File: config.mk
export PLATFORM = sky130hd
export DESIGN_NAME = sprite_line_eval_flat
export DESIGN_NICKNAME = d
export VERILOG_FILES = /design/src/rtl/sprite_line_eval_pkg.sv /design/src/rtl/sprite_line_eval_if.sv /design/src/rtl/sprite_line_eval.sv /design/src/flat_wrapper.sv
export SDC_FILE = /design/constraint.sdc
export NUM_CORES = 1
export LEC_CHECK = 0
export BUFFER_PORTS_ARGS = -buffer_cell sky130_fd_sc_hd__buf_2
export CAP_MARGIN = 20
export CORE_MARGIN = 5
export CORE_UTILIZATION = 50
export CTS_CLUSTER_DIAMETER = 30
export DETAILED_ROUTE_END_ITERATION = 16
export PLACE_DENSITY = 0.72
export SYNTH_ARGS = -nofsm -noshare
export SYNTH_HDL_FRONTEND = slang
export SYNTH_SLANG_ARGS = --single-unit
File: constraint.sdc
create_clock -name clock -period 4.8 [get_ports clock]
set_input_delay 1.2 -clock clock [delete_from_list [all_inputs] [get_ports clock]]
set_output_delay 1.2 -clock clock [all_outputs]
set_load 0.1 [all_outputs]
File: src/rtl/sprite_line_eval_pkg.sv
// Shared types and constants for the per-scanline sprite evaluator.
// Holds the evaluator state encoding, sprite heights and OAM byte offsets.
package sprite_line_eval_pkg;

    typedef enum logic [2:0] {
        ST_IDLE,
        ST_CLEAR,
        ST_SCAN_Y,
        ST_EVAL,
        ST_COPY,
        ST_FINISH
    } eval_state_e;

    localparam int SPRITE_H_SHORT = 8;
    localparam int SPRITE_H_TALL  = 16;

    // Byte layout of one 4-byte OAM record
    localparam logic [1:0] OFS_Y    = 2'd0;
    localparam logic [1:0] OFS_TILE = 2'd1;
    localparam logic [1:0] OFS_ATTR = 2'd2;
    localparam logic [1:0] OFS_X    = 2'd3;

    function automatic int sprite_height(input logic tall);
        return tall ? SPRITE_H_TALL : SPRITE_H_SHORT;
    endfunction

endpackage

File: src/rtl/sprite_line_eval_if.sv
// Bus bundle for the sprite evaluator: line request/status, primary OAM read
// port and secondary OAM write port. The master side is the PPU/RAM system.
interface sprite_line_eval_if #(
    parameter int OAM_ENTRIES  = 64,
    parameter int MAX_PER_LINE = 8,
    parameter int LINE_W       = 9
);
    localparam int OAM_AW = $clog2(OAM_ENTRIES * 4);
    localparam int SEC_AW = $clog2(MAX_PER_LINE * 4);
    localparam int CNT_W  = $clog2(MAX_PER_LINE + 1);

    logic              start;
    logic [LINE_W-1:0] line;
    logic              tall;
    logic              enable;
    logic [OAM_AW-1:0] oam_addr;
    logic [7:0]        oam_data;
    logic              sec_wren;
    logic [SEC_AW-1:0] sec_addr;
    logic [7:0]        sec_data;
    logic              busy;
    logic              done;
    logic [CNT_W-1:0]  count;
    logic              overflow;

    modport master (
        output start, line, tall, enable, oam_data,
        input  oam_addr, sec_wren, sec_addr, sec_data, busy, done, count, overflow
    );

    modport slave (
        input  start, line, tall, enable, oam_data,
        output oam_addr, sec_wren, sec_addr, sec_data, busy, done, count, overflow
    );

endinterface

File: src/rtl/sprite_line_eval.sv
// Per-scanline sprite evaluator: clears secondary OAM, scans primary OAM and
// copies up to MAX_PER_LINE sprites covering the requested line.
module sprite_line_eval
    import sprite_line_eval_pkg::*;
#(
    parameter int OAM_ENTRIES  = 64,
    parameter int MAX_PER_LINE = 8,
    parameter int LINE_W       = 9
) (
    input  logic                    clock,
    input  logic                    reset,
    sprite_line_eval_if.slave       bus
);

    localparam int ENTRY_W = $clog2(OAM_ENTRIES);
    localparam int SLOT_W  = $clog2(MAX_PER_LINE);
    localparam int SEC_AW  = SLOT_W + 2;
    localparam int CNT_W   = $clog2(MAX_PER_LINE + 1);

    eval_state_e        state, state_next;
    logic [LINE_W-1:0]  line_q;
    logic               tall_q;
    logic               enable_q;
    logic [ENTRY_W-1:0] entry_idx;
    logic [1:0]         byte_idx;
    logic [SEC_AW-1:0]  clr_idx;
    logic [CNT_W-1:0]   count_q;
    logic               overflow_q;

    logic [LINE_W-1:0]  diff;
    logic               hit;
    logic               last_entry;
    logic               full;
    logic [SLOT_W-1:0]  slot;

    // A Y below the line wraps to a large difference, so it can never hit.
    assign diff       = line_q - LINE_W'(bus.oam_data);
    assign hit        = diff < LINE_W'(sprite_height(tall_q));
    assign last_entry = &entry_idx;
    assign full       = count_q == CNT_W'(MAX_PER_LINE);
    assign slot       = count_q[SLOT_W-1:0];

    always_comb begin
        // NOTE: every output gets a default first so no path leaves one unassigned (no latch).
        state_next   = state;
        bus.oam_addr = '0;
        bus.sec_wren = 1'b0;
        bus.sec_addr = '0;
        bus.sec_data = '0;
        case (state)
            ST_IDLE: begin
                if (bus.start) state_next = ST_CLEAR;
            end
            ST_CLEAR: begin
                bus.sec_wren = 1'b1;
                bus.sec_addr = clr_idx;
                bus.sec_data = 8'hFF;
                if (&clr_idx) state_next = enable_q ? ST_SCAN_Y : ST_FINISH;
            end
            ST_SCAN_Y: begin
                bus.oam_addr = {entry_idx, OFS_Y};
                state_next   = ST_EVAL;
            end
            ST_EVAL: begin
                if (hit && !full) begin
                    bus.sec_wren = 1'b1;
                    bus.sec_addr = {slot, OFS_Y};
                    bus.sec_data = bus.oam_data;
                    bus.oam_addr = {entry_idx, OFS_TILE};
                    state_next   = ST_COPY;
                end else if (hit) begin
                    state_next = ST_FINISH;
                end else begin
                    state_next = last_entry ? ST_FINISH : ST_SCAN_Y;
                end
            end
            ST_COPY: begin
                bus.sec_wren = 1'b1;
                bus.sec_addr = {slot, byte_idx};
                bus.sec_data = bus.oam_data;
                if (byte_idx != OFS_X) bus.oam_addr = {entry_idx, byte_idx + 2'd1};
                else                   state_next   = last_entry ? ST_FINISH : ST_SCAN_Y;
            end
            ST_FINISH: state_next = ST_IDLE;
            default:   state_next = ST_IDLE;
        endcase
    end

    // NOTE: sequential state uses non-blocking assignments so all registers update together.
    always_ff @(posedge clock) begin
        if (reset) state <= ST_IDLE;
        else       state <= state_next;
    end

    always_ff @(posedge clock) begin
        if (reset) begin
            line_q     <= '0;
            tall_q     <= 1'b0;
            enable_q   <= 1'b0;
            entry_idx  <= '0;
            byte_idx   <= '0;
            clr_idx    <= '0;
            count_q    <= '0;
            overflow_q <= 1'b0;
        end else begin
            case (state)
                ST_IDLE: begin
                    if (bus.start) begin
                        line_q     <= bus.line;
                        tall_q     <= bus.tall;
                        enable_q   <= bus.enable;
                        entry_idx  <= '0;
                        byte_idx   <= OFS_TILE;
                        clr_idx    <= '0;
                        count_q    <= '0;
                        overflow_q <= 1'b0;
                    end
                end
                ST_CLEAR: clr_idx <= clr_idx + SEC_AW'(1);
                ST_EVAL: begin
                    if (hit && full)     overflow_q <= 1'b1;
                    else if (hit)        byte_idx   <= OFS_TILE;
                    else if (!last_entry) entry_idx <= entry_idx + ENTRY_W'(1);
                end
                ST_COPY: begin
                    if (byte_idx == OFS_X) begin
                        count_q <= count_q + CNT_W'(1);
                        if (!last_entry) entry_idx <= entry_idx + ENTRY_W'(1);
                    end else begin
                        byte_idx <= byte_idx + 2'd1;
                    end
                end
                default: ;
            endcase
        end
    end

    assign bus.busy     = state != ST_IDLE;
    assign bus.done     = state == ST_FINISH;
    assign bus.count    = count_q;
    assign bus.overflow = overflow_q;

endmodule

File: src/flat_wrapper.sv
// flat-port wrapper written by rule: the top's interface ports become plain ports
module sprite_line_eval_flat import sprite_line_eval_pkg::*;
#(
    parameter int OAM_ENTRIES  = 64,
    parameter int MAX_PER_LINE = 8,
    parameter int LINE_W       = 9
)
  (clock, reset, bus_start, bus_line, bus_tall, bus_enable, bus_oam_data, bus_oam_addr, bus_sec_wren, bus_sec_addr, bus_sec_data, bus_busy, bus_done, bus_count, bus_overflow);
  sprite_line_eval_if #(.OAM_ENTRIES(OAM_ENTRIES), .MAX_PER_LINE(MAX_PER_LINE), .LINE_W(LINE_W)) bus_i ();
  input  logic clock;
  input  logic reset;
  input wire logic [$bits(bus_i.start)-1:0] bus_start;
  input wire logic [$bits(bus_i.line)-1:0] bus_line;
  input wire logic [$bits(bus_i.tall)-1:0] bus_tall;
  input wire logic [$bits(bus_i.enable)-1:0] bus_enable;
  input wire logic [$bits(bus_i.oam_data)-1:0] bus_oam_data;
  output wire logic [$bits(bus_i.oam_addr)-1:0] bus_oam_addr;
  output wire logic [$bits(bus_i.sec_wren)-1:0] bus_sec_wren;
  output wire logic [$bits(bus_i.sec_addr)-1:0] bus_sec_addr;
  output wire logic [$bits(bus_i.sec_data)-1:0] bus_sec_data;
  output wire logic [$bits(bus_i.busy)-1:0] bus_busy;
  output wire logic [$bits(bus_i.done)-1:0] bus_done;
  output wire logic [$bits(bus_i.count)-1:0] bus_count;
  output wire logic [$bits(bus_i.overflow)-1:0] bus_overflow;
  assign bus_i.start = bus_start;
  assign bus_i.line = bus_line;
  assign bus_i.tall = bus_tall;
  assign bus_i.enable = bus_enable;
  assign bus_i.oam_data = bus_oam_data;
  assign bus_oam_addr = bus_i.oam_addr;
  assign bus_sec_wren = bus_i.sec_wren;
  assign bus_sec_addr = bus_i.sec_addr;
  assign bus_sec_data = bus_i.sec_data;
  assign bus_busy = bus_i.busy;
  assign bus_done = bus_i.done;
  assign bus_count = bus_i.count;
  assign bus_overflow = bus_i.overflow;
  sprite_line_eval #(.OAM_ENTRIES(OAM_ENTRIES), .MAX_PER_LINE(MAX_PER_LINE), .LINE_W(LINE_W)) u_core (.clock(clock), .reset(reset), .bus(bus_i));
endmodule
# Yosys cells after proc, flatten, opt, wreduce, memory -nomap -nowiden
# Index checks and enable logic that the tools add are counted.
[totals]
input_bits = 22
regBits = 32
output_inout_bits = 29
elab_cells = 88
[classes]
muxes = 37
n_reduce_logical = 19
eq_ne = 17
addsub = 5
n_lt_le_gt_ge = 1
[op_table]
columns = ["cell", "count"]
rows = [
  ["one-hot mux 8 bit (3 select lines)", 2],
  ["two-way mux 6 bit", 5],
  ["two-way mux 8 bit", 3],
  ["two-way mux 3 bit", 7],
  ["one-hot mux 6 bit (3 select lines)", 1],
  ["two-way mux 5 bit", 3],
  ["one-hot mux 3 bit (5 select lines)", 1],
  ["one-hot mux 5 bit (3 select lines)", 1],
  ["AND reduction 5 bit", 3],
  ["!= test 2 bit, second input constant", 6],
  ["one-hot mux 5 bit (2 select lines)", 1],
  ["less-than comparator 9 bit", 1],
  ["AND reduction 3 bit", 3],
  ["subtractor 9 x 8 -> 9 bit", 1],
  ["two-way mux 2 bit", 4],
  ["two-way mux 4 bit", 2],
  ["!= test 2 x 1 -> 1 bit, second input constant", 4],
  ["one-hot mux 4 bit (2 select lines)", 1],
  ["adder 6 x 1 -> 6 bit, second input constant", 1],
  ["== test 3 x 2 -> 1 bit, second input constant", 2],
  ["== test 3 bit, second input constant", 2],
  ["one-hot mux 2 bit (3 select lines)", 1],
  ["AND reduction 6 bit", 1],
  ["nonzero test 2 bit", 3],
  ["other kinds (14)", 20],
]

# Depth between registers and ports, before layout
[depth]
word_depth = 5
depth_mapped = 14
depth_no_buf = 14

# Least setup slack after synthesis
# OpenSTA, ideal clock, no wires.
[synth_timing]
path_type = "input port to output port"
start = "in bus_oam_data[1]"
end = "out bus_sec_addr[2]"
path_stages = 12
path_buffers = 0
path_slack_ps = -895
required_ps = 3600
t_arrival_ps = 4495
path_cell_list = "inv_1 -> ha_1 -> a2111oi_4 -> or2_1 -> xnor2_1 -> ha_1 -> inv_1 -> o211ai_1 -> a211oi_2 -> and4_1 -> nand3_1 -> o22ai_1"
[synth_via]
elab_chain_len = 5
[synth_rtl]
columns = ["element", "line_no", "rtl"]
rows = [
  ["start: declaration", "flat_wrapper.sv:16", "input wire logic [$bits(bus_i.oam_data)-1:0] bus_oam_data;"],
  ["subtractor 9 x 8 -> 9 bit", "sprite_line_eval.sv:37", "assign diff = line_q - LINE_W'(bus.oam_data);"],
  ["less-than comparator 9 bit", "sprite_line_eval.sv:38", "assign hit = diff < LINE_W'(sprite_height(tall_q));"],
  ["logical AND 1 bit", "sprite_line_eval.sv:65", "if (hit && !full) begin"],
  ["two-way mux 5 bit", "sprite_line_eval.sv:65", ""],
  ["one-hot mux 5 bit (3 select lines)", "sprite_line_eval.sv:50", "case (state)"],
  ["end: declaration", "flat_wrapper.sv:19", "output wire logic [$bits(bus_i.sec_addr)-1:0] bus_sec_addr;"],
]
# Every way passes these cells.

# Final worst setup path
[layout_timing]
start = "in bus_oam_data[2]"
end = "out bus_sec_addr[2]"
# The elaborated chain is that of the path after synthesis.

==> Flow_metrics.wiki <==
{| class="wikitable"
! Metric !! Value
|-
| Status || finished, violations left
|-
| Violated checks || setup timing
|-
| Net switching power of the design || roughly 440 µW
|-
| Worst path arrival time || 3.60 ns
|-
| Global-route wire length before repair || 9.922 mm
|-
| Cell type of the slowest stage on the worst timing path || and4_4
|-
| Launch point of the worst reg-to-reg path || u_core.line_q[3]
|-
| Number of instances in the placed design || 391
|-
| Buffer type at the clock tree root || clkbuf_8
|-
| Number of antenna violations at the first check in global routing || 0
|-
| Portion of synthesized cell area occupied by the leading cell type || 29.63%
|-
| Critical path required time || between 3 and 4 ns
|-
| Hold buffers post-CTS || 0
|-
| Final hold viol count || 0
|-
| Worst hold path stage count || 2
|-
| Max Cap Viol || 0
|-
| Register-to-register setup slack || between 2 and 2.5 ns
|-
| Proportion of power drawn by flip-flops and latches || ~30%
|-
| Internal power contribution || ~570 µW
|-
| R2R depth || 14
|-
| Most frequently used flop master after synthesis || dfxtp_1
|-
| Share of post-route cells with drive strength above 1 || 32.95%
|-
| Flop and latch count out of synthesis || 32
|-
| Setup Viol. Count Final || 1
|-
| Non-Filler Instances || 401
|-
| Largest net degree at the start of global routing || 29
|-
| Number of port buffers || 50
|-
| Vias in the first global route || 2105
|-
| Clock tree from TritonCTS || built
|-
| Power Density || 321.1 mW/mm²
|-
| Starting utilization of the core area || between 50% and 60%
|-
| Maximum level of the CTS H-tree || 2
|-
| Part of the power in the clock network || roughly 23%
|-
| Clock transition at the register clock pins on the worst setup and hold paths after CTS || 0.08 ns
|-
| Register area share after synthesis || 29.63%
|-
| Ant. Diodes || 0
|-
| Clk_skew || 0.009332 ns
|-
| Shortest period the worst path allows || 4.803 ns
|-
| Core area || 0.004264 mm²
|-
| Number of instances in the synthesized netlist || approximately 290
|-
| Setup repair after global routing missed its margin || yes
|-
| Post-layout net count || 384
|-
| Fraction of power consumed by combinational cells || a little under half
|-
| Fraction of power spent switching nets || 43.14%
|-
| Mean cell area of the mapped netlist || roughly 7.5 µm²
|-
| Synthesis warning total || 0
|-
| Total number of vias || 2290
|-
| Post-detailed-route wirelength per cell || 16.03 µm
|-
| Post-synthesis cell area || 0.002162 mm²
|-
| Nature of the critical path endpoint || output port
|-
| DP Wirelength || 4.489 mm
|-
| Count of cell types in the netlist || 51
|-
| Post-route fraction of the period consumed by the critical path || 100.1%
|-
| Count of clock tree sinks || 32
|-
| Max-slew headroom || 38.06%
|-
| Number of slew-limit violations in the final report || 0
|-
| Static leakage || 0.001370 µW
|-
| Die width || 75.76 µm
|-
| Clock buffers created by TritonCTS || 5
|-
| Library cell with the largest summed area after synthesis || dfxtp_1
|-
| Cell-by-cell listing of the critical path || buf_6, inv_2, ha_4, o21a_1, nor2_2, or2_1, xnor2_1, ha_2, inv_2, o211ai_1, a211oi_2, and4_4, nand3_4, buf_6, o22ai_4, buf_12
|-
| Origin of the worst min-delay path || u_core.line_q[4]
|-
| DRC violation total after the first TritonRoute iteration || 132
|-
| CP max FO || 4
|-
| Routed Wire Length || around 6.4 mm
|-
| Max stage delay on crit path || 0.29 ns
|-
| Max clock buf depth || 2
|-
| Worst-case vdd ir drop || ~0.23 mV
|-
| DR vias/cell || 5.711
|-
| EDFF count, synth || 0
|-
| Worst Hold Path EP || u_core.line_q[4]
|-
| Synthesized net count || around 320
|-
| Number of iterations in the first detailed-routing pass || 5
|-
| Slew of the pin with the lowest slew margin || 0.9220 ns
|-
| Worst path setup slack after routing || -0.002854 ns
|-
| Final Wtd Congestion || 0.9623
|-
| Overall fraction of global-route tracks in use || 22.46%
|-
| Total overflow reported by the global router || 0
|-
| Post-detailed-route DRC marker count || 0
|-
| Die height || 75.76 µm
|-
| Top post-synthesis cells by area || dfxtp_1, ha_1, a21oi_1
|-
| Total number of placement rows || 24
|-
| Number of nets still failing antenna checks after routing || 0
|-
| Worst setup path category || primary input to output port
|-
| Share of synthesized flip-flops with an asynchronous set or reset || 0%
|-
| Top-level I/O count || 51
|-
| Insertion delay to the later sink of the worst-skew pair || 0.29 ns
|-
| Critical path startpoint category || primary input
|-
| Upper clock frequency limit || between 0.2 and 0.25 GHz
|-
| Total Die Area || 0.005740 mm²
|-
| Worst flop-to-flop path endpoint || u_core.entry_idx[1]
|-
| Synthesis-to-layout area growth || 45.54%
|-
| Worst setup slack before clock tree synthesis || -0.1009 ns
|-
| Worst min-delay path category || flop to flop
|}
-- power by group through the flow --
stage / Sequential [µW] / Combinational, µW / Clock, µW
after floorplan: 295 / 325 / 0
after global placement: 304 / 453 / 0
after detailed placement: 305 / 459 / 0
after CTS: 300 / 465 / 231
after global routing: 304 / 504 / 243
final: 301 / 480 / 229
-- flip-flops by register name, indices dropped and copies added, names as in the netlist --
register and count:
u_core.line_q 9, u_core.bus.count 4, u_core.clr_idx 5, u_core.enable_q 1
u_core.bus.overflow 1, u_core.state 3, u_core.byte_idx 2, u_core.tall_q 1
u_core.entry_idx 6
-- layer usage --
metal | share of wire (%) | routed length, µm | global-route usage (%)
met1 | 42 | 2709 | 29.01
met2 | 51 | 3274 | 37.17
met3 | 5.4 | 346 | 4.749
met4 | 1.5 | 99 | 7.184
met5 | 0 | 0 | 0
-- how the worst max path moves through the flow --
stage | start | to | slack [ns] | cells after the start
6_report | bus_oam_data[2] | bus_sec_addr[2] | -0.003 | 16
5_1_grt | bus_oam_data[2] | bus_sec_addr[2] | -0.13 | 16
4_1_cts | bus_oam_data[2] | bus_sec_addr[2] | -0.01 | 15
3_5_place_dp | bus_oam_data[1] | bus_oam_addr[6] | -0.10 | 15
3_3_place_gp | bus_oam_data[1] | bus_sec_addr[2] | -0.08 | 15
2_1_floorplan | bus_oam_data[1] | bus_sec_addr[2] | -0.06 | 12
-- per-stage QoR --
step	hold slack, ns	total power [µW]	setup TNS (ns)	cell area [µm²]	utilization (%)
floorplan	0.4367	620.4	-0.06352	2281	-
global placement	0.4479	756.6	-0.8777	2937	68.87
detailed placement	0.4530	763.9	-1.390	2937	68.87
CTS	0.4637	995.4	-0.01132	3080	72.24
global route	0.4880	1051	-1.682	3147	73.80
finish	0.4649	1011	-0.002854	3147	73.80
-- critical path: cells and delay by family --
kind | cells | cell delay, ns
AND/OR/NAND/NOR | 4 | 0.69
adder cells (fa/ha/maj) | 2 | 0.43
buffers and inverters | 5 | 0.51
AO/OA/AOI/OAI | 4 | 0.63
XOR/XNOR | 1 | 0.13
-- synth_stat cells (all sizes together) (2+ instances only) --
cell type and n:
nand2 41, a21oi 32, dfxtp 32, nor2 29, inv 15, ha 14
o21ai 13, a21o 11, clkbuf 10, and2 9, nor2b 8, nand3 7
nor3 7, and3 5, nand2b 5, a211oi 4, a22o 4, o31ai 4
xor2 4, a31oi 3, a22oi 2, and3b 2, mux2i 2, nand4 2
o211ai 2, o21a 2, o22ai 2, or2 2, xnor2 2
-- what timing repair did --
item,4_1_cts,5_1_grt
gates cloned,1,0
setup endpoints to repair,19,19
gates resized for setup,6,18
pin swaps,6,4
buffers inserted,0,1
-- logic make-up after synthesis --
kind of cell	share of synthesized area (%)
muxes	0.9260
DFF	29.63
adders and majority gates	8.102
AOI/OAI and AO/OA	26.97
and+or+nand+nor	27.37
buffers and inverters	4.571
xor gates and xnor gates	2.431
-- layout make-up --
class,instances,area (µm²)
multi-input cells,230,1612
fillers,330,1117
repair buffers,64,670.6
flip-flops and latches,32,640.6
clock buffers,6,82.58
well taps,52,65.06
inverters,15,61.31
clock inverters,2,15.01
-- placed cells by master, fill, tap and decap left out, drive strengths merged, types with 3 or more instances in the layout --
cell,n
dfxtp,32
nor3,7
o31ai,4
nor2,29
o21ai,13
buf,64
xor2,4
a21oi,32
nand3,7
ha,14
a211oi,4
inv,15
nand2,42
and3,5
clkbuf,6
a21o,11
a31oi,3
and2,9
nor2b,8
a22o,4
nand2b,5
Power figures use the tool's default switching activity.
